===== src/rtl/pipe_pkg.sv =====
// pipe_pkg: shared definitions for the five-stage pipeline control blocks.
//   hc_state_t : hazard controller FSM states
//   REG_W      : register-specifier width
//   BUBBLE     : value loaded into ID/EXE when a bubble is inserted
package pipe_pkg;

  localparam int unsigned REG_W = 5;

  localparam logic [31:0] BUBBLE = 32'h0;

  typedef enum logic [1:0] {
    RUN      = 2'd0,
    MEM_WAIT = 2'd1,
    ERROR    = 2'd2
  } hc_state_t;

endpackage


===== src/rtl/hazard_ctrl_sat_counter.sv =====
// sat_counter: W-bit up counter that sticks at all-ones.
//   i_clk   : clock
//   i_clr   : synchronous clear (wins over i_inc)
//   i_inc   : increment this cycle
//   o_count : current count
module sat_counter #(
  parameter int unsigned W = 16
) (
  input  logic         i_clk,
  input  logic         i_clr,
  input  logic         i_inc,
  output logic [W-1:0] o_count
);

  logic [W-1:0] r_count;

  always_ff @(posedge i_clk) begin
    if (i_clr) begin
      r_count <= '0;
    end else if (i_inc && (r_count != '1)) begin
      r_count <= r_count + W'(1);
    end
  end

  assign o_count = r_count;

endmodule


===== src/rtl/hazard_ctrl.sv =====
// hazard_ctrl: pipeline hazard controller for the five-stage CPU.
// Drives PC / IF/ID enables, IF/ID and ID/EXE flushes and the EXE/MEM/WB
// freeze for load-use bubbles, taken-branch flushes and data-memory waits
// (with a timeout into a sticky error state).
//   clk, rst (sync, active-high)
//   id_rs, id_rt, id_uses_rt        : source operands of the ID instruction
//   exe_rt, exe_MemRead             : load destination in EXE
//   exe_branch_taken                : branch/jump resolved taken in EXE
//   mem_req, mem_ack                : MEM-stage data-memory handshake
//   pc_en, if_id_en, if_id_flush, id_exe_flush, pipe_freeze : pipeline controls
//   mem_timeout                     : sticky timeout error flag
//   stall_count                     : saturating count of cycles with pc_en=0
module hazard_ctrl
  import pipe_pkg::*;
#(
  parameter int unsigned MEM_TIMEOUT = 15,
  parameter int unsigned CNT_W       = 16
) (
  input  logic             clk,
  input  logic             rst,
  input  logic [REG_W-1:0] id_rs,
  input  logic [REG_W-1:0] id_rt,
  input  logic             id_uses_rt,
  input  logic [REG_W-1:0] exe_rt,
  input  logic             exe_MemRead,
  input  logic             exe_branch_taken,
  input  logic             mem_req,
  input  logic             mem_ack,
  output logic             pc_en,
  output logic             if_id_en,
  output logic             if_id_flush,
  output logic             id_exe_flush,
  output logic             pipe_freeze,
  output logic             mem_timeout,
  output logic [CNT_W-1:0] stall_count
);

  localparam int unsigned WC_W = $clog2(MEM_TIMEOUT + 1);

  hc_state_t       r_state, w_state_nxt;
  logic [WC_W-1:0] r_wait_cnt, w_wait_cnt_nxt;

  logic w_mem_stall;
  logic w_load_use;

  assign w_mem_stall = mem_req & ~mem_ack;
  assign w_load_use  = exe_MemRead & (exe_rt != '0) &
                       ((exe_rt == id_rs) | (id_uses_rt & (exe_rt == id_rt)));

  always_ff @(posedge clk) begin
    if (rst) begin
      r_state    <= RUN;
      r_wait_cnt <= '0;
    end else begin
      r_state    <= w_state_nxt;
      r_wait_cnt <= w_wait_cnt_nxt;
    end
  end

  always_comb begin
    pc_en          = 1'b1;
    if_id_en       = 1'b1;
    if_id_flush    = 1'b0;
    id_exe_flush   = 1'b0;
    pipe_freeze    = 1'b0;
    mem_timeout    = 1'b0;
    w_state_nxt    = r_state;
    w_wait_cnt_nxt = r_wait_cnt;

    if (rst) begin
      pc_en          = 1'b0;
      if_id_en       = 1'b0;
      if_id_flush    = 1'b1;
      id_exe_flush   = 1'b1;
      w_state_nxt    = RUN;
      w_wait_cnt_nxt = '0;
    end else begin
      unique case (r_state)
        RUN: begin
          if (w_mem_stall) begin
            pc_en          = 1'b0;
            if_id_en       = 1'b0;
            pipe_freeze    = 1'b1;
            w_state_nxt    = MEM_WAIT;
            w_wait_cnt_nxt = WC_W'(1);
          end else if (exe_branch_taken) begin
            if_id_flush  = 1'b1;
            id_exe_flush = 1'b1;
          end else if (w_load_use) begin
            pc_en        = 1'b0;
            if_id_en     = 1'b0;
            id_exe_flush = 1'b1;
          end
        end
        MEM_WAIT: begin
          if (!mem_ack) begin
            // Branch / load-use are deliberately ignored while frozen.
            pc_en       = 1'b0;
            if_id_en    = 1'b0;
            pipe_freeze = 1'b1;
            if (r_wait_cnt == WC_W'(MEM_TIMEOUT)) begin
              w_state_nxt = ERROR;
            end else begin
              w_wait_cnt_nxt = r_wait_cnt + WC_W'(1);
            end
          end else begin
            // Released this cycle: apply RUN priorities minus the memory case.
            w_state_nxt    = RUN;
            w_wait_cnt_nxt = '0;
            if (exe_branch_taken) begin
              if_id_flush  = 1'b1;
              id_exe_flush = 1'b1;
            end else if (w_load_use) begin
              pc_en        = 1'b0;
              if_id_en     = 1'b0;
              id_exe_flush = 1'b1;
            end
          end
        end
        ERROR: begin
          pc_en       = 1'b0;
          if_id_en    = 1'b0;
          pipe_freeze = 1'b1;
          mem_timeout = 1'b1;
        end
        default: begin
          w_state_nxt = RUN;
        end
      endcase
    end
  end

  sat_counter #(
    .W (CNT_W)
  ) u_stall_cnt (
    .i_clk   (clk),
    .i_clr   (rst),
    .i_inc   (~pc_en & ~rst),
    .o_count (stall_count)
  );

endmodule


===== config.mk =====
export PLATFORM = sky130hd
export DESIGN_NAME = hazard_ctrl
export DESIGN_NICKNAME = d
export VERILOG_FILES = /design/src/rtl/pipe_pkg.sv /design/src/rtl/hazard_ctrl_sat_counter.sv /design/src/rtl/hazard_ctrl.sv
export SDC_FILE = /design/constraint.sdc
export NUM_CORES = 1
export LEC_CHECK = 0
export ABC_AREA = 1
export CELL_PAD_IN_SITES_DETAIL_PLACEMENT = 1
export CELL_PAD_IN_SITES_GLOBAL_PLACEMENT = 1
export CORE_MARGIN = 2
export CORE_UTILIZATION = 47
export CTS_BUF_LIST = sky130_fd_sc_hd__clkbuf_2 sky130_fd_sc_hd__clkbuf_4 sky130_fd_sc_hd__clkbuf_8
export DETAILED_ROUTE_END_ITERATION = 10
export DONT_BUFFER_PORTS = 1
export PLACE_DENSITY_LB_ADDON = 0.1
export SYNTH_ARGS = -nofsm -noshare
export SYNTH_HDL_FRONTEND = slang
export SYNTH_SLANG_ARGS = --single-unit

===== constraint.sdc =====
create_clock -name clk -period 3.6 [get_ports clk]
set_clock_uncertainty 0.05 [all_clocks]
set_input_delay 0.18 -clock clk [delete_from_list [all_inputs] [get_ports clk]]
set_output_delay 0.18 -clock clk [all_outputs]
set_load 0.01 [all_outputs]

==> reports/qor.csv <==
metric,value,unit
post-detail-place hpwl,3.02,mm
IO Pins,44,
Inst Count DP,288,
largest family of logic cells by synthesized area,simple AND/OR/NAND/NOR gates,
Max-Cap Viols,0,
Initial Utilization,49.8,%
total wire length,3.95,mm
Max VDD drop,0.158,mV
HP Class,input port to flop,
total CTS buffers,3,
area share of xor/xnor cells in the synthesized design,4.57,%
top post-synthesis cells by area,"dfxtp_1 29%, nand2_1 16%, inv_1 10%",
# diodes,0,
Worst EP required,3.80,ns
remaining antenna violation count,0,
Resized cells post-CTS,0,
"count leader, synth",nand2_1,
Hold Crit Start,mem_ack,
async set-reset flop share out of synthesis,0,%
"Arr. time, crit path",2.37,ns
gpl congestion,0.846,
CTS tree,yes,
CTS Hold Bufs,1,
Compound-Gate Fraction of Synth Area,12.3,%
RSZ-0062 raised after global routing,false,
clock buffer depth,2,
Placement Rows,20,
crit-path cells,"ha_1, nand2_1, nor2_2, nand3_1, nor2_1, nand3_2, nand3_1, o21ai_0, a21oi_1",
vias in the first global route,1507,
post-synthesis cell type count,26,
multiplexer area fraction after synthesis,0,%
share of cells above drive strength 1,6.43,%
CP max stage cell,dfxtp_1,
Via Count,1562,
Vias/cell,5.33,
first-pass GRT wire length,6.60,mm
Main synth FF type,dfxtp_1,
total gr overflow,0,
Post-CTS Setup Inserts,0,
Final setup viols,0,
# nets final,274,
commonest cells in the netlist,"64 x nand2_1, 41 x inv_1, 30 x nor2_1",
core area,0.00308,sq mm
pwr dens,283,mW/mm^2
register bit total from synthesis,22,
adder-cell share of the synthesized area,1.63,%
syn_area_per_cell,6.16,sq um
CTS root buffer,clkbuf_4,
worst reg2reg path startpoint,u_stall_cnt.o_count[0],
fin. max-slew vios,0,
syn nets,273,
"Reg clk slew, reported paths",0.12,ns
CP Launch Point,u_stall_cnt.o_count[0],
Port-buffer cells,0,
"EDFF count, synth",0,
"Area growth, synth to finish",4.89,%
CP endpoint kind,flop,
sequential area share after synthesis,28.7,%
Tot Pwr,456,uW
Fillers,457,
Highest Clock Rate,462,MHz
initial antenna violation count,0,
first-pass iteration count of the detailed router,4,
post-layout min period,2.16,ns
P_leak,0.000678,uW
crit-path most repeated cell,nand3_1,
Sink Count,22,
final instance area,0.00161,sq mm
final hold violation count,0,
crit path kind,flop to flop,
startpoint types,flop,
post-route non-filler standard cell count,293,
Iter 0 DRT Violations,58,
Tightest Pin Transition,0.632,ns
die area,0.00374,sq mm
"Clk Latency, worst-skew pair",0.31,ns
largest fanout on the critical path,16,
drt wl/cell,13.5,um
die width,61.1,um
status,completed,
GR Util All Layers,23.4,%
post-place instance area,0.00156,sq mm
Final Cycle Share,60.1,%
max incr delay on CP,0.45,ns
H-tree lvl count,1,
slew margin rel.,57.8,%
# DRC,0,
Synth top area share,28.7,%
"area leader, netlist",dfxtp_1,
post-route setup TNS,0,ns
largest net degree at the start of global routing,21,
Syn Std Cell Area,0.00153,sq mm
Gate Count Post-Synth,249,
Yosys warnings,0,
post-synthesis simple-gate area fraction,40.5,%
height of the die,61.1,um
[final timing paths]
path,end,depth (start not counted),slack [ns]
max reg2reg,u_stall_cnt.o_count[0],9,1.44
min,r_state[0],3,0.03
max,u_stall_cnt.o_count[0],9,1.44
min reg2reg,r_wait_cnt[1],2,0.45
[cell usage in the layout, fill, tap and decap left out, types with 2 or more instances in the layout]
cell type,n
inv_1,41
o21ai_1,2
dfxtp_1,22
nor3_1,8
ha_1,2
xor2_1,6
nand2_1,64
xnor2_1,2
nand3_1,12
clkbuf_4,3
o21ai_0,11
nor2_2,2
inv_2,2
a21oi_1,16
nor2_1,30
nand4_1,15
[cell families (layout without fill, tap and decap cells)]
logic type,Yosys count,count (layout)
simple gates,137,137
compound gates,32,32
fa+ha+maj,2,2
flops,22,22
buf+inv,48,48
xor+xnor,8,8
[per-layer routing]
layer	track usage (%)	vias up	routed length, um
li1	-	799	-
met2	38.3	40	1820
met5	0	-	0
met4	7.45	0	67
met1	30.9	716	1880
met3	4.83	7	176
[metrics by stage]
stage               utilization, %  setup slack (ns)  hold WS, ns
floorplan                        -              1.83        0.199
global placement              50.8              1.54        0.201
detailed placement            50.8              1.46        0.203
CTS                           52.3              1.42       0.0175
global route                  52.3              1.15       0.0324
finish                        52.3              1.44       0.0297
[cell type report]
cell class	count	area (sq um)	area share, %
Inverter	43	161	10.0
Sequential cell	22	440	27.4
Timing Repair Buffer	1	10.0	0.622
Multi-Input combinational cell	179	906	56.3
Tap cell	44	55.1	3.42
Clock buffer	4	36.3	2.26
[state kept, by name, summed over array words and instances (netlist names)]
name,flops
r_wait_cnt,4
r_state,2
u_stall_cnt.o_count,16
[power by group]
group          total [uW]  internal, uW  switching [uW]
sequential            251           247            4.66
combinational        65.3          20.7            44.6
clock                 139          61.9            77.0
[critical path: cells and delay by family (launching register included)]
| family | cells | cell delay, ns |
|---|---|---|
| flip-flops | 1 | 0.45 |
| AO/OA/AOI/OAI | 2 | 0.25 |
| adder cells (fa/ha/maj) | 1 | 0.22 |
| AND/OR/NAND/NOR | 6 | 1.11 |
Note: power is estimated with default switching activity, not from simulation.
